**config.mk**
```make
export PLATFORM = sky130hd
export DESIGN_NAME = unidad_control_multiciclo_flat
export DESIGN_NICKNAME = d
export VERILOG_FILES = /design/src/rtl/mips_ctrl_pkg.sv /design/src/rtl/unidad_control_multiciclo_if.sv /design/src/rtl/mc_ctrl_decode.sv /design/src/rtl/unidad_control_multiciclo.sv /design/src/flat_wrapper.sv
export SDC_FILE = /design/constraint.sdc
export NUM_CORES = 1
export LEC_CHECK = 0
export BUFFER_PORTS_ARGS = -buffer_cell sky130_fd_sc_hd__clkbuf_2
export CORE_MARGIN = 2
export CORE_UTILIZATION = 44
export CTS_CLUSTER_DIAMETER = 30
export DETAILED_ROUTE_END_ITERATION = 7
export HOLD_SLACK_MARGIN = 0.12
export PLACE_DENSITY = 0.77
export SYNTH_ARGS = -nofsm -noshare
export SYNTH_HDL_FRONTEND = slang
export SYNTH_SLANG_ARGS = --single-unit
```
**constraint.sdc**
```tcl
create_clock -name clk -period 1.8 [get_ports clk]
set_input_delay 0.36 -clock clk [delete_from_list [all_inputs] [get_ports clk]]
set_output_delay 0.36 -clock clk [all_outputs]
set_load 0.02 [all_outputs]
```
**src/rtl/mips_ctrl_pkg.sv**
```systemverilog
// mips_ctrl_pkg
// Shared definitions for the multicycle MIPS control unit:
//   - instruction opcodes seen in IR[31:26]
//   - ALUOp, ALUSrcB and PCSource encodings driven to the datapath
//   - 4-bit FSM state enum (exported on state_dbg)
//   - packed control word produced by the state decoder
package mips_ctrl_pkg;

  localparam logic [5:0] OP_RTYPE = 6'h00;
  localparam logic [5:0] OP_LW    = 6'h23;
  localparam logic [5:0] OP_SW    = 6'h2B;
  localparam logic [5:0] OP_BEQ   = 6'h04;
  localparam logic [5:0] OP_J     = 6'h02;
  localparam logic [5:0] OP_ADDI  = 6'h08;

  typedef enum logic [2:0] {
    ALU_ADD   = 3'b000,
    ALU_SUB   = 3'b001,
    ALU_FUNCT = 3'b010
  } alu_op_e;

  typedef enum logic [1:0] {
    SRCB_B       = 2'b00,
    SRCB_FOUR    = 2'b01,
    SRCB_IMM     = 2'b10,
    SRCB_IMM_SH2 = 2'b11
  } alu_src_b_e;

  typedef enum logic [1:0] {
    PCSRC_ALU    = 2'b00,
    PCSRC_ALUOUT = 2'b01,
    PCSRC_JUMP   = 2'b10
  } pc_source_e;

  typedef enum logic [3:0] {
    S_FETCH  = 4'd0,
    S_DECODE = 4'd1,
    S_MEMADR = 4'd2,
    S_MEMRD  = 4'd3,
    S_MEMWB  = 4'd4,
    S_MEMWR  = 4'd5,
    S_EXEC   = 4'd6,
    S_ALUWB  = 4'd7,
    S_BRANCH = 4'd8,
    S_JUMP   = 4'd9,
    S_ADDIEX = 4'd10,
    S_ADDIWB = 4'd11,
    S_TRAP   = 4'd12
  } state_e;

  typedef struct packed {
    logic       pc_write;
    logic       pc_write_cond;
    logic       iord;
    logic       mem_read;
    logic       mem_write;
    logic       ir_write;
    logic       mem_to_reg;
    logic       reg_dst;
    logic       reg_write;
    logic       alu_src_a;
    alu_src_b_e alu_src_b;
    alu_op_e    alu_op;
    pc_source_e pc_source;
    logic       retire;
  } ctrl_word_t;

  // Opcodes the FSM knows how to sequence; anything else traps.
  function automatic logic is_legal_opcode(input logic [5:0] op);
    return (op == OP_RTYPE) || (op == OP_LW) || (op == OP_SW) ||
           (op == OP_BEQ) || (op == OP_J) || (op == OP_ADDI);
  endfunction

endpackage

```
**src/rtl/unidad_control_multiciclo_if.sv**
```systemverilog
// unidad_control_multiciclo_if
// Bundle between the multicycle control unit and the shared datapath.
//   master : control unit (consumes opcode/mem_ready, drives all enables,
//            mux selects, retire, illegal and state_dbg)
//   slave  : datapath / memory side (the mirror image)
interface unidad_control_multiciclo_if;
  logic [5:0] opcode;
  logic       mem_ready;
  logic       PCWrite;
  logic       PCWriteCond;
  logic       IorD;
  logic       MemRead;
  logic       MemWrite;
  logic       IRWrite;
  logic       MemToReg;
  logic       RegDst;
  logic       RegWrite;
  logic       ALUSrcA;
  logic [1:0] ALUSrcB;
  logic [2:0] ALUOp;
  logic [1:0] PCSource;
  logic       retire;
  logic       illegal;
  logic [3:0] state_dbg;

  modport master (
    input  opcode, mem_ready,
    output PCWrite, PCWriteCond, IorD, MemRead, MemWrite, IRWrite,
           MemToReg, RegDst, RegWrite, ALUSrcA, ALUSrcB, ALUOp, PCSource,
           retire, illegal, state_dbg
  );

  modport slave (
    output opcode, mem_ready,
    input  PCWrite, PCWriteCond, IorD, MemRead, MemWrite, IRWrite,
           MemToReg, RegDst, RegWrite, ALUSrcA, ALUSrcB, ALUOp, PCSource,
           retire, illegal, state_dbg
  );
endinterface

```
**src/rtl/mc_ctrl_decode.sv**
```systemverilog
// mc_ctrl_decode
// Purely combinational state -> control-word table.
//   state     : current FSM state
//   mem_ready : effective memory-ready (already forced high when unused)
//   ctrl      : control word for this cycle; fields not set for a state are 0
module mc_ctrl_decode
  import mips_ctrl_pkg::*;
(
  input  state_e     state,
  input  logic       mem_ready,
  output ctrl_word_t ctrl
);

  always_comb begin
    ctrl = '0;
    case (state)
      S_FETCH: begin
        // PC+4 is computed every fetch cycle but only committed, together
        // with the IR load, on the cycle memory actually returns the word.
        ctrl.mem_read  = 1'b1;
        ctrl.alu_src_b = SRCB_FOUR;
        ctrl.ir_write  = mem_ready;
        ctrl.pc_write  = mem_ready;
      end
      S_DECODE: begin
        // Speculative branch target into ALUOut.
        ctrl.alu_src_b = SRCB_IMM_SH2;
      end
      S_MEMADR: begin
        ctrl.alu_src_a = 1'b1;
        ctrl.alu_src_b = SRCB_IMM;
      end
      S_MEMRD: begin
        ctrl.mem_read = 1'b1;
        ctrl.iord     = 1'b1;
      end
      S_MEMWB: begin
        ctrl.mem_to_reg = 1'b1;
        ctrl.reg_write  = 1'b1;
        ctrl.retire     = 1'b1;
      end
      S_MEMWR: begin
        ctrl.mem_write = 1'b1;
        ctrl.iord      = 1'b1;
        ctrl.retire    = mem_ready;
      end
      S_EXEC: begin
        ctrl.alu_src_a = 1'b1;
        ctrl.alu_op    = ALU_FUNCT;
      end
      S_ALUWB: begin
        ctrl.reg_dst   = 1'b1;
        ctrl.reg_write = 1'b1;
        ctrl.retire    = 1'b1;
      end
      S_BRANCH: begin
        ctrl.alu_src_a     = 1'b1;
        ctrl.alu_op        = ALU_SUB;
        ctrl.pc_write_cond = 1'b1;
        ctrl.pc_source     = PCSRC_ALUOUT;
        ctrl.retire        = 1'b1;
      end
      S_JUMP: begin
        ctrl.pc_write  = 1'b1;
        ctrl.pc_source = PCSRC_JUMP;
        ctrl.retire    = 1'b1;
      end
      S_ADDIEX: begin
        ctrl.alu_src_a = 1'b1;
        ctrl.alu_src_b = SRCB_IMM;
      end
      S_ADDIWB: begin
        ctrl.reg_write = 1'b1;
        ctrl.retire    = 1'b1;
      end
      default: begin
        // S_TRAP and unused encodings: everything stays quiet.
        ctrl = '0;
      end
    endcase
  end

endmodule

```
**src/rtl/unidad_control_multiciclo.sv**
```systemverilog
// unidad_control_multiciclo
// Multicycle MIPS control FSM. Holds the state register, next-state logic
// and the sticky illegal-opcode flag; the per-state control word comes from
// mc_ctrl_decode.
//   clk   : rising-edge clock
//   rst_n : asynchronous active-low reset
//   bus   : master side of unidad_control_multiciclo_if (opcode, mem_ready
//           in; datapath enables, mux selects, retire, illegal, state_dbg out)
// Parameter USE_MEM_READY: 1 = memory states wait on mem_ready,
//                          0 = memory always completes in one cycle.
module unidad_control_multiciclo
  import mips_ctrl_pkg::*;
#(
  parameter int USE_MEM_READY = 1
) (
  input  logic                               clk,
  input  logic                               rst_n,
  unidad_control_multiciclo_if.master        bus
);

  state_e     state_q, state_d;
  logic       illegal_q, illegal_d;
  logic       mem_ready_eff;
  ctrl_word_t ctrl_raw;
  ctrl_word_t ctrl_out;

  generate
    if (USE_MEM_READY != 0) begin : g_mem_wait
      assign mem_ready_eff = bus.mem_ready;
    end else begin : g_mem_nowait
      assign mem_ready_eff = 1'b1;
    end
  endgenerate

  always_comb begin
    state_d = state_q;
    case (state_q)
      S_FETCH:  state_d = mem_ready_eff ? S_DECODE : S_FETCH;
      S_DECODE: begin
        case (bus.opcode)
          OP_LW, OP_SW: state_d = S_MEMADR;
          OP_RTYPE:     state_d = S_EXEC;
          OP_BEQ:       state_d = S_BRANCH;
          OP_J:         state_d = S_JUMP;
          OP_ADDI:      state_d = S_ADDIEX;
          default:      state_d = S_TRAP;
        endcase
      end
      S_MEMADR: state_d = (bus.opcode == OP_SW) ? S_MEMWR : S_MEMRD;
      S_MEMRD:  state_d = mem_ready_eff ? S_MEMWB : S_MEMRD;
      S_MEMWB:  state_d = S_FETCH;
      S_MEMWR:  state_d = mem_ready_eff ? S_FETCH : S_MEMWR;
      S_EXEC:   state_d = S_ALUWB;
      S_ALUWB:  state_d = S_FETCH;
      S_BRANCH: state_d = S_FETCH;
      S_JUMP:   state_d = S_FETCH;
      S_ADDIEX: state_d = S_ADDIWB;
      S_ADDIWB: state_d = S_FETCH;
      S_TRAP:   state_d = S_TRAP;
      // Any corrupted encoding recovers by restarting the fetch.
      default:  state_d = S_FETCH;
    endcase
  end

  // Set on the edge that enters TRAP so the flag is visible in the same
  // cycle as state_dbg shows TRAP.
  always_comb begin
    illegal_d = illegal_q | (state_d == S_TRAP);
  end

  always_ff @(posedge clk or negedge rst_n) begin
    if (!rst_n) begin
      state_q   <= S_FETCH;
      illegal_q <= 1'b0;
    end else begin
      state_q   <= state_d;
      illegal_q <= illegal_d;
    end
  end

  mc_ctrl_decode u_decode (
    .state     (state_q),
    .mem_ready (mem_ready_eff),
    .ctrl      (ctrl_raw)
  );

  // The state register already sits at FETCH during reset, whose word has
  // MemRead and ALUSrcB set; gate with rst_n so every strobe and select is
  // zero while reset is held, and drops in the very cycle reset asserts.
  always_comb begin
    ctrl_out = rst_n ? ctrl_raw : '0;
  end

  assign bus.PCWrite     = ctrl_out.pc_write;
  assign bus.PCWriteCond = ctrl_out.pc_write_cond;
  assign bus.IorD        = ctrl_out.iord;
  assign bus.MemRead     = ctrl_out.mem_read;
  assign bus.MemWrite    = ctrl_out.mem_write;
  assign bus.IRWrite     = ctrl_out.ir_write;
  assign bus.MemToReg    = ctrl_out.mem_to_reg;
  assign bus.RegDst      = ctrl_out.reg_dst;
  assign bus.RegWrite    = ctrl_out.reg_write;
  assign bus.ALUSrcA     = ctrl_out.alu_src_a;
  assign bus.ALUSrcB     = ctrl_out.alu_src_b;
  assign bus.ALUOp       = ctrl_out.alu_op;
  assign bus.PCSource    = ctrl_out.pc_source;
  assign bus.retire      = ctrl_out.retire;
  assign bus.illegal     = illegal_q;
  assign bus.state_dbg   = state_q;

endmodule

```
**src/flat_wrapper.sv**
```systemverilog
// flat-port wrapper written by rule: the top's interface ports become plain ports
module unidad_control_multiciclo_flat import mips_ctrl_pkg::*;
#(
  parameter int USE_MEM_READY = 1
)
  (clk, rst_n, bus_opcode, bus_mem_ready, bus_PCWrite, bus_PCWriteCond, bus_IorD, bus_MemRead, bus_MemWrite, bus_IRWrite, bus_MemToReg, bus_RegDst, bus_RegWrite, bus_ALUSrcA, bus_ALUSrcB, bus_ALUOp, bus_PCSource, bus_retire, bus_illegal, bus_state_dbg);
  unidad_control_multiciclo_if bus_i ();
  input  logic clk;
  input  logic rst_n;
  input wire logic [$bits(bus_i.opcode)-1:0] bus_opcode;
  input wire logic [$bits(bus_i.mem_ready)-1:0] bus_mem_ready;
  output wire logic [$bits(bus_i.PCWrite)-1:0] bus_PCWrite;
  output wire logic [$bits(bus_i.PCWriteCond)-1:0] bus_PCWriteCond;
  output wire logic [$bits(bus_i.IorD)-1:0] bus_IorD;
  output wire logic [$bits(bus_i.MemRead)-1:0] bus_MemRead;
  output wire logic [$bits(bus_i.MemWrite)-1:0] bus_MemWrite;
  output wire logic [$bits(bus_i.IRWrite)-1:0] bus_IRWrite;
  output wire logic [$bits(bus_i.MemToReg)-1:0] bus_MemToReg;
  output wire logic [$bits(bus_i.RegDst)-1:0] bus_RegDst;
  output wire logic [$bits(bus_i.RegWrite)-1:0] bus_RegWrite;
  output wire logic [$bits(bus_i.ALUSrcA)-1:0] bus_ALUSrcA;
  output wire logic [$bits(bus_i.ALUSrcB)-1:0] bus_ALUSrcB;
  output wire logic [$bits(bus_i.ALUOp)-1:0] bus_ALUOp;
  output wire logic [$bits(bus_i.PCSource)-1:0] bus_PCSource;
  output wire logic [$bits(bus_i.retire)-1:0] bus_retire;
  output wire logic [$bits(bus_i.illegal)-1:0] bus_illegal;
  output wire logic [$bits(bus_i.state_dbg)-1:0] bus_state_dbg;
  assign bus_i.opcode = bus_opcode;
  assign bus_i.mem_ready = bus_mem_ready;
  assign bus_PCWrite = bus_i.PCWrite;
  assign bus_PCWriteCond = bus_i.PCWriteCond;
  assign bus_IorD = bus_i.IorD;
  assign bus_MemRead = bus_i.MemRead;
  assign bus_MemWrite = bus_i.MemWrite;
  assign bus_IRWrite = bus_i.IRWrite;
  assign bus_MemToReg = bus_i.MemToReg;
  assign bus_RegDst = bus_i.RegDst;
  assign bus_RegWrite = bus_i.RegWrite;
  assign bus_ALUSrcA = bus_i.ALUSrcA;
  assign bus_ALUSrcB = bus_i.ALUSrcB;
  assign bus_ALUOp = bus_i.ALUOp;
  assign bus_PCSource = bus_i.PCSource;
  assign bus_retire = bus_i.retire;
  assign bus_illegal = bus_i.illegal;
  assign bus_state_dbg = bus_i.state_dbg;
  unidad_control_multiciclo #(.USE_MEM_READY(USE_MEM_READY)) u_core (.clk(clk), .rst_n(rst_n), .bus(bus_i));
endmodule
```
# Word-level counts from Yosys, hierarchy flattened
# Cells that the tools add are included.
[op_classes]
eq_ne = 18
mux = 21
bitwise_logic = 1
n_reduce_logical = 9
[ops]
columns = ["operator", "count"]
rows = [
  ["one-hot mux 4 bit (8 select lines)", 1],
  ["equality test 4 bit, second input constant", 6],
  ["one-hot mux 4 bit (5 select lines)", 1],
  ["two-way mux 18 bit", 1],
  ["equality test 4 x 3 -> 1 bit, second input constant", 4],
  ["equality test 6 bit, second input constant", 2],
  ["two-way mux 1 bit", 10],
  ["two-way mux 3 bit", 3],
  ["equality test 4 x 2 -> 1 bit, second input constant", 2],
  ["one-hot mux 2 bit (2 select lines)", 2],
  ["OR reduction 2 bit", 4],
  ["equality test 6 x 2 -> 1 bit, second input constant", 1],
  ["equality test 6 x 3 -> 1 bit, second input constant", 1],
  ["equality test 6 x 4 -> 1 bit, second input constant", 1],
  ["zero test 6 bit", 1],
  ["one-hot mux 2 bit (3 select lines)", 1],
  ["OR reduction 5 bit", 1],
  ["equality test 4 x 1 -> 1 bit, second input constant", 1],
  ["zero test 4 bit", 1],
  ["one-hot mux 1 bit (2 select lines)", 2],
  ["OR reduction 4 bit", 1],
  ["OR reduction 3 bit", 1],
  ["bitwise OR 1 bit", 1],
]
[word_totals]
regBits = 5
input_bits = 9
output_inout_bits = 23
word_cells = 51

# Longest topological paths before layout
# Gate-level depths: netlist of the first run.
[depth]
word_depth = 6
ltp_mapped = 6
ltp_nobuf = 5

# Hierarchy
# From an unflattened synthesis of the first run, not the netlist that was laid out.
[hier_totals]
hier_cells = 108
hier_area_um2 = 845.8
[by_module_without_submodules]
columns = ["mod", "instances", "cells_each", "area_per_inst_um2", "seq_area_each_um2"]
rows = [
  ["unidad_control_multiciclo", 1, 70, 606.8, 125.1],
  ["mc_ctrl_decode", 1, 38, 239.0, 0.0],
]

# Least setup slack after synthesis of the first run
# Ideal clock, no wire load.
[synth_timing]
kind = "register to output"
start = "register u_core.state_q[0], in the netlist u_core.bus.state_dbg[0]"
end = "output port bus_PCWrite"
arrival_ps = 1803
t_required_ps = 1440
slack_ps = -363
path_stages_with_launch = 5
path_buffers = 1
path_cell_list = "dfrtp_1 > buf_4 > nand2b_1 > nor4_1 > or2_1"
[synth_via]
elab_chain_len = 3
elab_cells_between_ends = 4
classes_between = "eq/ne: 1; mux: 2; reduce/logical: 1"
[synth_rtl]
columns = ["element", "line", "source"]
rows = [
  ["start, declared", "unidad_control_multiciclo.sv:21", "state_e state_q, state_d;"],
  ["start signal, assigned", "unidad_control_multiciclo.sv:76", "state_q <= state_d;"],
  ["equality test 4 bit or zero test 4 bit (tied branches)", "mc_ctrl_decode.sv:16", "case (state)"],
  ["one-hot mux 1 bit (2 select lines) *", "mc_ctrl_decode.sv:16", ""],
  ["two-way mux 18 bit *", "unidad_control_multiciclo.sv:91", "ctrl_out = rst_n ? ctrl_raw : '0;"],
  ["end, declared", "flat_wrapper.sv:12", "output wire logic [$bits(bus_i.PCWrite)-1:0] bus_PCWrite;"],
]
# Mark *: on every way between the ends. The rest lies on a longest branch, timed or not.

# Worst setup path in the final report of the first run
[layout_timing]
start = "register u_core.state_q[1], in the netlist u_core.bus.state_dbg[1]"
end = "output port bus_PCSource[0]"
[layout_via]
elab_chain_len = 3
elab_cells_between_ends = 4
classes_between = "eq/ne: 2; mux: 2"
[layout_rtl]
columns = ["element", "line", "source"]
rows = [
  ["equality test 4 bit", "mc_ctrl_decode.sv:16", ""],
  ["one-hot mux 2 bit (2 select lines) *", "mc_ctrl_decode.sv:16", ""],
  ["two-way mux 18 bit *", "unidad_control_multiciclo.sv:91", ""],
  ["end, declared", "flat_wrapper.sv:24", "output wire logic [$bits(bus_i.PCSource)-1:0] bus_PCSource;"],
]
# Marked as above.

==> reports/metrics.cfg, run 1 <==
[run_status]
status=finished, final reports clean

[sta]
hold_viol_final=0
fmax_mhz=557
fin_setup_tns_ns=0
rsz0062_at_grt=yes
skew_ns=0.00294
finalSetupViolCount=0
report.final.slew_viol_count=0
finalCritPeriodShare=0.997
whs_ns=0.459
fin_crit_ns=1.79

[worst_setup_path]
cpPeakStageDelay_ns=0.43
cp_max_fo=5
r2r_end=u_core.bus.illegal$_DFF_PN0_
path_common_cell=buf_4
cp-start-kind=register
reg2reg_slack_ns=0.16
r2r_start=u_core.bus.state_dbg[3]$_DFF_PN0_
r2r_cells=6
path_class=reg -> out
crit_chain=buf_4 -> buf_4 -> nor3_2 -> buf_4
crit_family=buffers and inverters
cp_slowest_cell=dfrtp_2
cp.required_ns=1.44
cp.arrival_ns=1.43
critPathBufInv=3
cp-end-kind=primary output

[power_and_ir_drop]
power_density_mw_per_mm2=1380
finalPower_w=0.00134
internal-power_w=0.000656
ir_drop_v=0.000863
power.switching_w=0.000683
combinationalPowerShare=0.727
p_sw_frac=0.510
clkPwrFrac=0.100
p_seq_frac=0.174
power.leakage_nw=0.474

[floorplan]
rows=13
ios=32
initial_core_util=0.479
die-width_um=42.1
die-area_mm2=0.00177
core_area_mm2=0.00133
die_h_um=42.1

[detailed_routing]
avgViaCountPerCell=5.63
wire_per_inst_um=13.8
drtIter0Drc=36
routed_wl_mm=2.11
final_antenna_net_count=0
drt_pass1_iterations=4
drc=0
vias=861

[placed_design]
dpl.hpwl_mm=1.42
dpl-instance-area_um2=831
gp_congestion=0.880
port_buffers=30
placed_cells=137

[clock_network]
cts-root-buf=clkbuf_4
path_clk_slew_ns=0.05
clockBufferDepth=2
htreeDepth=1
clk_latency_ns=0.25
clock-sinks=5
cts_made_buffers=3
tritoncts=yes

[worst_hold_path]
hold_depth=1
min_from=u_core.bus.illegal$_DFF_PN0_
min_path_type=reg -> reg
min_to=u_core.bus.illegal$_DFF_PN0_

[cells_and_area]
layout_commonest_cell=clkbuf_2
nets=148
diodes=0
layout_common_cells=clkbuf_2, buf_4, nor2_1
fin_cells=153
layout-drive-gt1-share=0.493
fillers=120
syn_to_final_growth_pct=51.5
seqCellArea_um2=129
multiInputGateArea_um2=459
final_area_um2=968

[grt]
grt_pass1_vias=708
grt_overflow=0
antenna_found_initial=0
grt_max_degree=15
gr-usage-all-layers=0.217
grt_first_pass_wirelength_mm=3.04

[synthesis]
seq_area_frac_synth=0.196
synth_seq_cells=5
synth_cell_types=37
syn-cell-area_um2=639
yosysTopAreaCellShare=0.196
synth_top_area_cell=dfrtp_1
synth_nets=99
netlist_instances=90
avgSynthCellArea_um2=7.10
synth_area_leaders=dfrtp_1, buf_4, nor2_1, nor3_1, nand3_1
ys_warn_count=0

[flow_run]
drv_cap=0

## power groups by stage
| stage | combinational (W) | clock (W) | sequential [W] |
|---|---|---|---|
| 3_5_place_dp | 0.000795 | 0 | 0.000253 |
| 3_3_place_gp | 0.000782 | 0 | 0.000249 |
| 6_report | 0.000973 | 0.000133 | 0.000233 |
| 2_1_floorplan | 0.000593 | 0 | 0.000232 |
| 4_1_cts | 0.000850 | 0.000136 | 0.000248 |
| 5_1_grt | 0.00105 | 0.000149 | 0.000237 |
## kinds of logic (layout without fill, tap and decap cells)
logic type             after synthesis  in the layout  share of synthesized area
AO/OA/AOI/OAI                       20             20                      0.217
XOR/XNOR                             2              2                     0.0274
buffers and inverters               11             59                      0.123
flip-flops                           5              5                      0.196
other                                1              1                    0.00587
AND/OR/NAND/NOR                     51             51                      0.431
## stage by stage
| stage | setup slack [ns] | util |
|---|---|---|
| CTS | 0.00769 | 0.670 |
| finish | 0.00576 | 0.726 |
| global route | -0.0401 | 0.726 |
| global placement | -0.00832 | 0.623 |
| floorplan | -0.114 | - |
| detailed placement | -0.0370 | 0.623 |
## sequential cells by signal, summed over array words and instances, names as in the netlist
register,cells
u_core.bus.illegal,1
u_core.bus.state_dbg,4
## Yosys cell counts (all sizes together)
master  instances
a211oi          1
a21o            1
a21oi           3
a22oi           2
a311o           1
a31oi           2
and4            2
buf             8
clkbuf          1
conb            1
dfrtp           5
inv             2
nand2           8
nand2b          4
nand3           6
nand3b          1
nand4           1
nor2           13
nor2b           1
nor3            7
nor3b           1
nor4            3
o211ai          1
o21a            1
o21ai           4
o221ai          1
o22ai           2
o32a            1
or2             2
or4b            2
xnor2           1
xor2            1
## what timing repair did
item | in CTS | in global routing
setup endpoints to repair | 11 | 7
gates resized for setup | 3 | 11
hold buffers | 1 | 0
pin swaps | 0 | 1
endpoints found under the hold margin | 5 | 0
buffers inserted | 3 | 8
## routing by layer
layer  GRT usage  part of all wire  vias up
met5           0                 0        -
met4      0.0188             0.011        0
met3      0.0690             0.069        2
met2       0.369              0.50       41
met1       0.279              0.41      394
li1            -                 -      424
## layout make-up
type                            count  share of cell area
Tap cell                           15              0.0194
Sequential cell                     5               0.133
Multi-Input combinational cell     74               0.474
Timing Repair Buffer               53               0.339
Inverter                            2             0.00775
Clock buffer                        4              0.0271
## how the worst max path moves through the flow
stage / to / depth (start not counted) / slack (ns) / startpoint
detailed placement: u_core.bus.illegal$_DFF_PN0_ / 6 / -0.04 / bus_opcode[1]
CTS: bus_PCWrite / 4 / 0.008 / u_core.bus.state_dbg[0]$_DFF_PN0_
global route: bus_PCWrite / 4 / -0.04 / u_core.bus.state_dbg[1]$_DFF_PN0_
floorplan: bus_PCWrite / 4 / -0.11 / u_core.bus.state_dbg[0]$_DFF_PN0_
global placement: u_core.bus.illegal$_DFF_PN0_ / 6 / -0.008 / bus_opcode[1]
finish: bus_PCSource[0] / 4 / 0.006 / u_core.bus.state_dbg[1]$_DFF_PN0_
Note: power is estimated with default switching activity, not from simulation.
==> run 2: changes to the inputs <==
--- a/config.mk
+++ b/config.mk
@@ -11,6 +11,7 @@
 export CTS_CLUSTER_DIAMETER = 30
 export DETAILED_ROUTE_END_ITERATION = 7
 export HOLD_SLACK_MARGIN = 0.12
+export MAX_ROUTING_LAYER = met4
 export PLACE_DENSITY = 0.77
 export SYNTH_ARGS = -nofsm -noshare
 export SYNTH_HDL_FRONTEND = slang
==> run 2 against run 1 <==
  * Critical path depth unchanged
  * Final area unchanged
  * Non-clock buffer count unchanged
  * Core utilization unchanged
  * Sequential share of layout area unchanged
  * Register-to-register slack about the same
  * Hold slack improved by 0.00057 ns
  * Power decreased by 0.15%
  * Via count increased by 0.58%
  * Combinational power about the same
  * Sequential power about the same
  * Setup slack got worse by 0.0014 ns
  * Critical endpoint unchanged
==> reports/metrics.cfg, run 2 (synthesized netlist as in run 1, its figures left out) <==
[run_status]
status=finished, final reports clean

[worst_setup_path]
cpPeakStageDelay_ns=0.43  ; about the same
crit_chain=buf_4 -> buf_4 -> nor3_2 -> buf_4
r2r_end=u_core.bus.illegal$_DFF_PN0_
r2r_cells=6  ; unchanged
path_class=reg -> out
cp.required_ns=1.44  ; about the same
r2r_start=u_core.bus.state_dbg[3]$_DFF_PN0_
cp_max_fo=5  ; unchanged
cp-end-kind=primary output
reg2reg_slack_ns=0.15  ; about the same
path_common_cell=buf_4
cp-start-kind=register
cp.arrival_ns=1.44  ; about the same
cp_slowest_cell=dfrtp_2

[worst_hold_path]
min_to=u_core.bus.illegal$_DFF_PN0_
hold_depth=1  ; unchanged
min_from=u_core.bus.illegal$_DFF_PN0_
min_path_type=reg -> reg

[detailed_routing]
drtIter0Drc=38  ; +5.6%
final_antenna_net_count=0  ; unchanged
avgViaCountPerCell=5.66  ; +0.58%
drc=0  ; unchanged
drt_pass1_iterations=4  ; unchanged
routed_wl_mm=2.10  ; -0.24%
wire_per_inst_um=13.8  ; -0.24%
vias=866  ; +0.58%

[grt]
grt_first_pass_wirelength_mm=3.04  ; unchanged
grt_overflow=0  ; unchanged
gr-usage-all-layers=0.223  ; +0.00595
grt_pass1_vias=707  ; -0.14%
antenna_found_initial=0  ; unchanged
grt_max_degree=15  ; unchanged

[floorplan]
die-width_um=42.1  ; unchanged
ios=32  ; unchanged
core_area_mm2=0.00133  ; unchanged
die_h_um=42.1  ; unchanged
die-area_mm2=0.00177  ; unchanged
initial_core_util=0.479  ; unchanged
rows=13  ; unchanged

[flow_run]
drv_cap=0  ; unchanged

[placed_design]
port_buffers=30  ; unchanged
dpl-instance-area_um2=831  ; unchanged
placed_cells=137  ; unchanged
dpl.hpwl_mm=1.42  ; unchanged
gp_congestion=0.895  ; +1.7%

[power_and_ir_drop]
ir_drop_v=0.000867  ; +0.47%
finalPower_w=0.00134  ; -0.15%
power_density_mw_per_mm2=1380  ; -0.15%
power.leakage_nw=0.474  ; unchanged

[sta]
rsz0062_at_grt=yes
finalSetupViolCount=0  ; unchanged
whs_ns=0.459  ; +0.000566 ns
finalCritPeriodShare=0.998  ; about the same
fmax_mhz=557  ; about the same
skew_ns=0.00239  ; -0.000548 ns
fin_crit_ns=1.80  ; +0.00141 ns
hold_viol_final=0  ; unchanged
report.final.slew_viol_count=0  ; unchanged

[cells_and_area]
layout_commonest_cell=clkbuf_2
syn_to_final_growth_pct=51.5  ; unchanged
post-route-util=0.726  ; unchanged
layout_common_cells=clkbuf_2, buf_4, nor2_1
fin_cells=153  ; unchanged
nets=148  ; unchanged
largest_reg_flops=4  ; unchanged
layout-drive-gt1-share=0.493  ; unchanged
diodes=0  ; unchanged
fillers=120  ; unchanged
final_area_um2=968  ; unchanged
seqCellArea_um2=129  ; unchanged
multiInputGateArea_um2=459  ; unchanged

[clock_network]
htreeDepth=1  ; unchanged
clk_latency_ns=0.25  ; about the same
tritoncts=yes
cts-root-buf=clkbuf_4
cts_made_buffers=3  ; unchanged
path_clk_slew_ns=0.05  ; about the same
clockBufferDepth=2  ; unchanged
clock-sinks=5  ; unchanged

## run 2: critical path: cells and delay by family, from the launching register on
| family | cells | cell delay (ns) |
|---|---|---|
| buf+inv | 3 | 0.49 |
| simple gates | 1 | 0.26 |
| flops | 1 | 0.43 |
## run 2: how the worst max path moves through the flow
stage,from,to,depth (start not counted)
6_report,u_core.bus.state_dbg[1]$_DFF_PN0_,bus_PCSource[0],4
4_1_cts,u_core.bus.state_dbg[0]$_DFF_PN0_,bus_PCWrite,4
2_1_floorplan,u_core.bus.state_dbg[0]$_DFF_PN0_,bus_PCWrite,4
5_1_grt,u_core.bus.state_dbg[1]$_DFF_PN0_,bus_PCWrite,4
3_3_place_gp,bus_opcode[1],u_core.bus.illegal$_DFF_PN0_,6
3_5_place_dp,bus_opcode[1],u_core.bus.illegal$_DFF_PN0_,6
## run 2: per-stage QoR
step	TNS [ns]	setup WS [ns]
final	0	0.00434
after global routing	-0.200	-0.0401
after CTS	0	0.00769
after detailed placement	-0.0370	-0.0370
after global placement	-0.00832	-0.00832
after floorplan	-0.114	-0.114
## run 2: final cells by class
| type | instances | share of cell area |
|---|---|---|
| flip-flops and latches | 5 | 0.133 |
| repair buffers | 53 | 0.339 |
| clock buffers | 4 | 0.0271 |
| multi-input cells | 74 | 0.474 |
| well taps | 15 | 0.0194 |
| inverters | 2 | 0.00775 |
## run 2: metal layers
| layer | wire, µm | track usage | vias up |
|---|---|---|---|
| li1 | - | - | 425 |
| met1 | 869 | 0.279 | 399 |
| met2 | 1070 | 0.369 | 40 |
| met3 | 136 | 0.0690 | 2 |
| met4 | 23 | 0.0188 | 0 |
| met5 | 0 | - | - |
## run 2: power by group
part           switching, W  internal (W)  total [W]  leakage [nW]
combinational      0.000556      0.000414   0.000970         0.400
clock             0.0000498     0.0000840   0.000134        0.0150
sequential        0.0000757      0.000157   0.000233        0.0582
total              0.000681      0.000656    0.00134         0.474
## run 2: repair_timing
item,4_1_cts,5_1_grt
buffers inserted,3,8
hold buffers,1,0
endpoints found under the hold margin,5,0
endpoints found under the setup margin,11,7
gates resized for setup,3,11
pin swaps,0,1
==> run 3: changes to the inputs <==
--- a/config.mk
+++ b/config.mk
@@ -5,7 +5,7 @@
 export SDC_FILE = /design/constraint.sdc
 export NUM_CORES = 1
 export LEC_CHECK = 0
-export BUFFER_PORTS_ARGS = -buffer_cell sky130_fd_sc_hd__clkbuf_2
+export BUFFER_PORTS_ARGS = -buffer_cell sky130_fd_sc_hd__buf_2
 export CORE_MARGIN = 2
 export CORE_UTILIZATION = 44
 export CTS_CLUSTER_DIAMETER = 30
==> run 3 against run 2 <==
  * Core utilization increased by 0.47 points
  * Combinational power increased by 4%
  * Global-route usage decreased by 1.1 points
  * Non-clock buffer count decreased by 2
  * Register-to-register slack improved by 0.10 ns
  * Critical path type unchanged
  * Highest routed layer unchanged
==> reports/metrics.cfg, run 3 (synthesized netlist as in run 1, its figures left out) <==
[worst_setup_path]
r2r_end=u_core.bus.illegal$_DFF_PN0_
cp_max_fo=13  ; +8
path_class=reg -> out
reg2reg_slack_ns=0.25  ; +0.10 ns
r2r_cells=6  ; unchanged
startpoint=u_core.bus.state_dbg[3]$_DFF_PN0_
cp.required_ns=1.44  ; about the same
r2r_start=u_core.bus.state_dbg[0]$_DFF_PN0_
cp-end-kind=primary output
endpoint=bus_ALUOp[1]
cp.arrival_ns=1.42  ; -0.02 ns
cp-start-kind=register

[detailed_routing]
wl_met2_mm=1.12  ; +4.3%
wl_met3_um=180  ; +32%
wire_per_inst_um=14.3  ; +3.9%
top_layer=met4
drt_pass1_iterations=6  ; +2
vias=893  ; +3.1%
drc=0  ; unchanged
avgViaCountPerCell=5.91  ; +4.5%
routed_wl_mm=2.16  ; +2.5%
wl_met1_um=831  ; -4.4%
final_antenna_net_count=0  ; unchanged
drtIter0Drc=27  ; -29%

[clock_network]
clock-sinks=5  ; unchanged
cts_made_buffers=3  ; unchanged
htreeDepth=1  ; unchanged
path_clk_slew_ns=0.04  ; about the same
tritoncts=yes
clockBufferDepth=2  ; unchanged
cts-root-buf=clkbuf_4
clk_latency_ns=0.24  ; about the same

[cells_and_area]
layout_commonest_cell=buf_2
layout-drive-gt1-share=0.500  ; +0.00725
post-route-util=0.731  ; +0.00469
largest_reg_flops=4  ; unchanged
nets=146  ; -1.4%
diodes=0  ; unchanged
layout_common_cells=buf_2, buf_4, nor2_1
final_area_um2=975  ; +0.65%
seqCellArea_um2=128  ; -0.97%
multiInputGateArea_um2=484  ; +5.4%
fillers=98  ; -18%
syn_to_final_growth_pct=52.4

[power_and_ir_drop]
p_sw_frac=0.514  ; +0.00481
internal-power_w=0.000670  ; +2.2%
power.leakage_nw=0.474  ; about the same
ir_drop_v=0.000778  ; -10%
power.switching_w=0.000710  ; +4.2%
finalPower_w=0.00138  ; +3.3%
clkPwrFrac=0.091  ; -0.009
combinationalPowerShare=0.732  ; +0.007
power_density_mw_per_mm2=1420  ; +2.6%
p_seq_frac=0.177  ; +0.003

[sta]
fin_setup_tns_ns=0  ; unchanged
whs_ns=0.460  ; +0.000998 ns
rsz0062_at_grt=yes
skew_ns=0.00387  ; +0.00148 ns
fin_crit_ns=1.78  ; -0.0136 ns
hold_viol_final=0  ; unchanged
fmax_mhz=561  ; +0.76%
finalCritPeriodShare=0.990  ; -0.00754
finalSetupViolCount=0  ; unchanged
report.final.slew_viol_count=0  ; unchanged

[grt]
grt_max_degree=15  ; unchanged
gr-usage-all-layers=0.211  ; -0.0112
antenna_found_initial=0  ; unchanged
grt_pass1_vias=716  ; +1.3%
grt_overflow=0  ; unchanged
grt_first_pass_wirelength_mm=2.98  ; -2.0%

[floorplan]
initial_core_util=0.479  ; unchanged
ios=32  ; unchanged
rows=13  ; unchanged
die_h_um=42.1  ; unchanged
die-area_mm2=0.00177  ; unchanged
die-width_um=42.1  ; unchanged
core_area_mm2=0.00133  ; unchanged

[placed_design]
port_buffers=30  ; unchanged
dpl-instance-area_um2=838  ; +0.90%
dpl.hpwl_mm=1.39  ; -1.5%
gp_congestion=0.905  ; +1.2%

[flow_run]
drv_cap=0  ; unchanged

[run_status]
status=finished, final reports clean

[worst_hold_path]
min_path_type=reg -> reg
hold_depth=1  ; unchanged

## run 3: area by class of cell
| cell class | instances | share of cell area |
|---|---|---|
| sequential | 5 | 0.131 |
| tap | 15 | 0.0193 |
| clock buffer | 4 | 0.0270 |
| inverter | 2 | 0.00770 |
| multi-input combinational | 74 | 0.497 |
| timing repair buffer | 51 | 0.318 |
## run 3: what timing repair did
item,in CTS,in global routing
endpoints found under the setup margin,7,4
resized for setup,2,8
hold buffers,1,0
hold endpoints to repair,5,0
pin swaps,0,1
setup buffers,2,6
## run 3: metal layers
layer | up-vias | track usage
met5 | - | -
met4 | 0 | 0.0188
met3 | 4 | 0.0388
li1 | 424 | -
met2 | 50 | 0.400
met1 | 415 | 0.239
## run 3: worst min-delay path by stage
stage	startpoint	to	slack [ns]
after floorplan	rst_n	u_core.bus.illegal$_DFF_PN0_	0.06
after global placement	rst_n	u_core.bus.state_dbg[1]$_DFF_PN0_	0.33
final	u_core.bus.illegal$_DFF_PN0_	u_core.bus.illegal$_DFF_PN0_	0.46
after global routing	u_core.bus.illegal$_DFF_PN0_	u_core.bus.illegal$_DFF_PN0_	0.48
after CTS	u_core.bus.illegal$_DFF_PN0_	u_core.bus.illegal$_DFF_PN0_	0.46
after detailed placement	rst_n	u_core.bus.state_dbg[1]$_DFF_PN0_	0.34
## run 3: power groups by stage
stage	clock (W)	sequential (W)	combinational (W)
after floorplan	0	0.000232	0.000593
after global placement	0	0.000241	0.000777
after detailed placement	0	0.000244	0.000787
after CTS	0.000131	0.000238	0.000831
after global routing	0.000142	0.000253	0.00107
final	0.000126	0.000244	0.00101
## run 3: per-stage QoR
step           setup WS [ns]  cells
6_report              0.0179    151
5_1_grt              -0.0405    151
4_1_cts               0.0240    145
3_5_place_dp         -0.0612    138
3_3_place_gp         -0.0236    138
2_1_floorplan         -0.114     90
## run 3: worst max-delay path: stages (launching register included)
cell	delay, ns
dfrtp_2	0.52
inv_2	0.15
nand3_1	0.16
nor2_1	0.15
buf_2	0.19
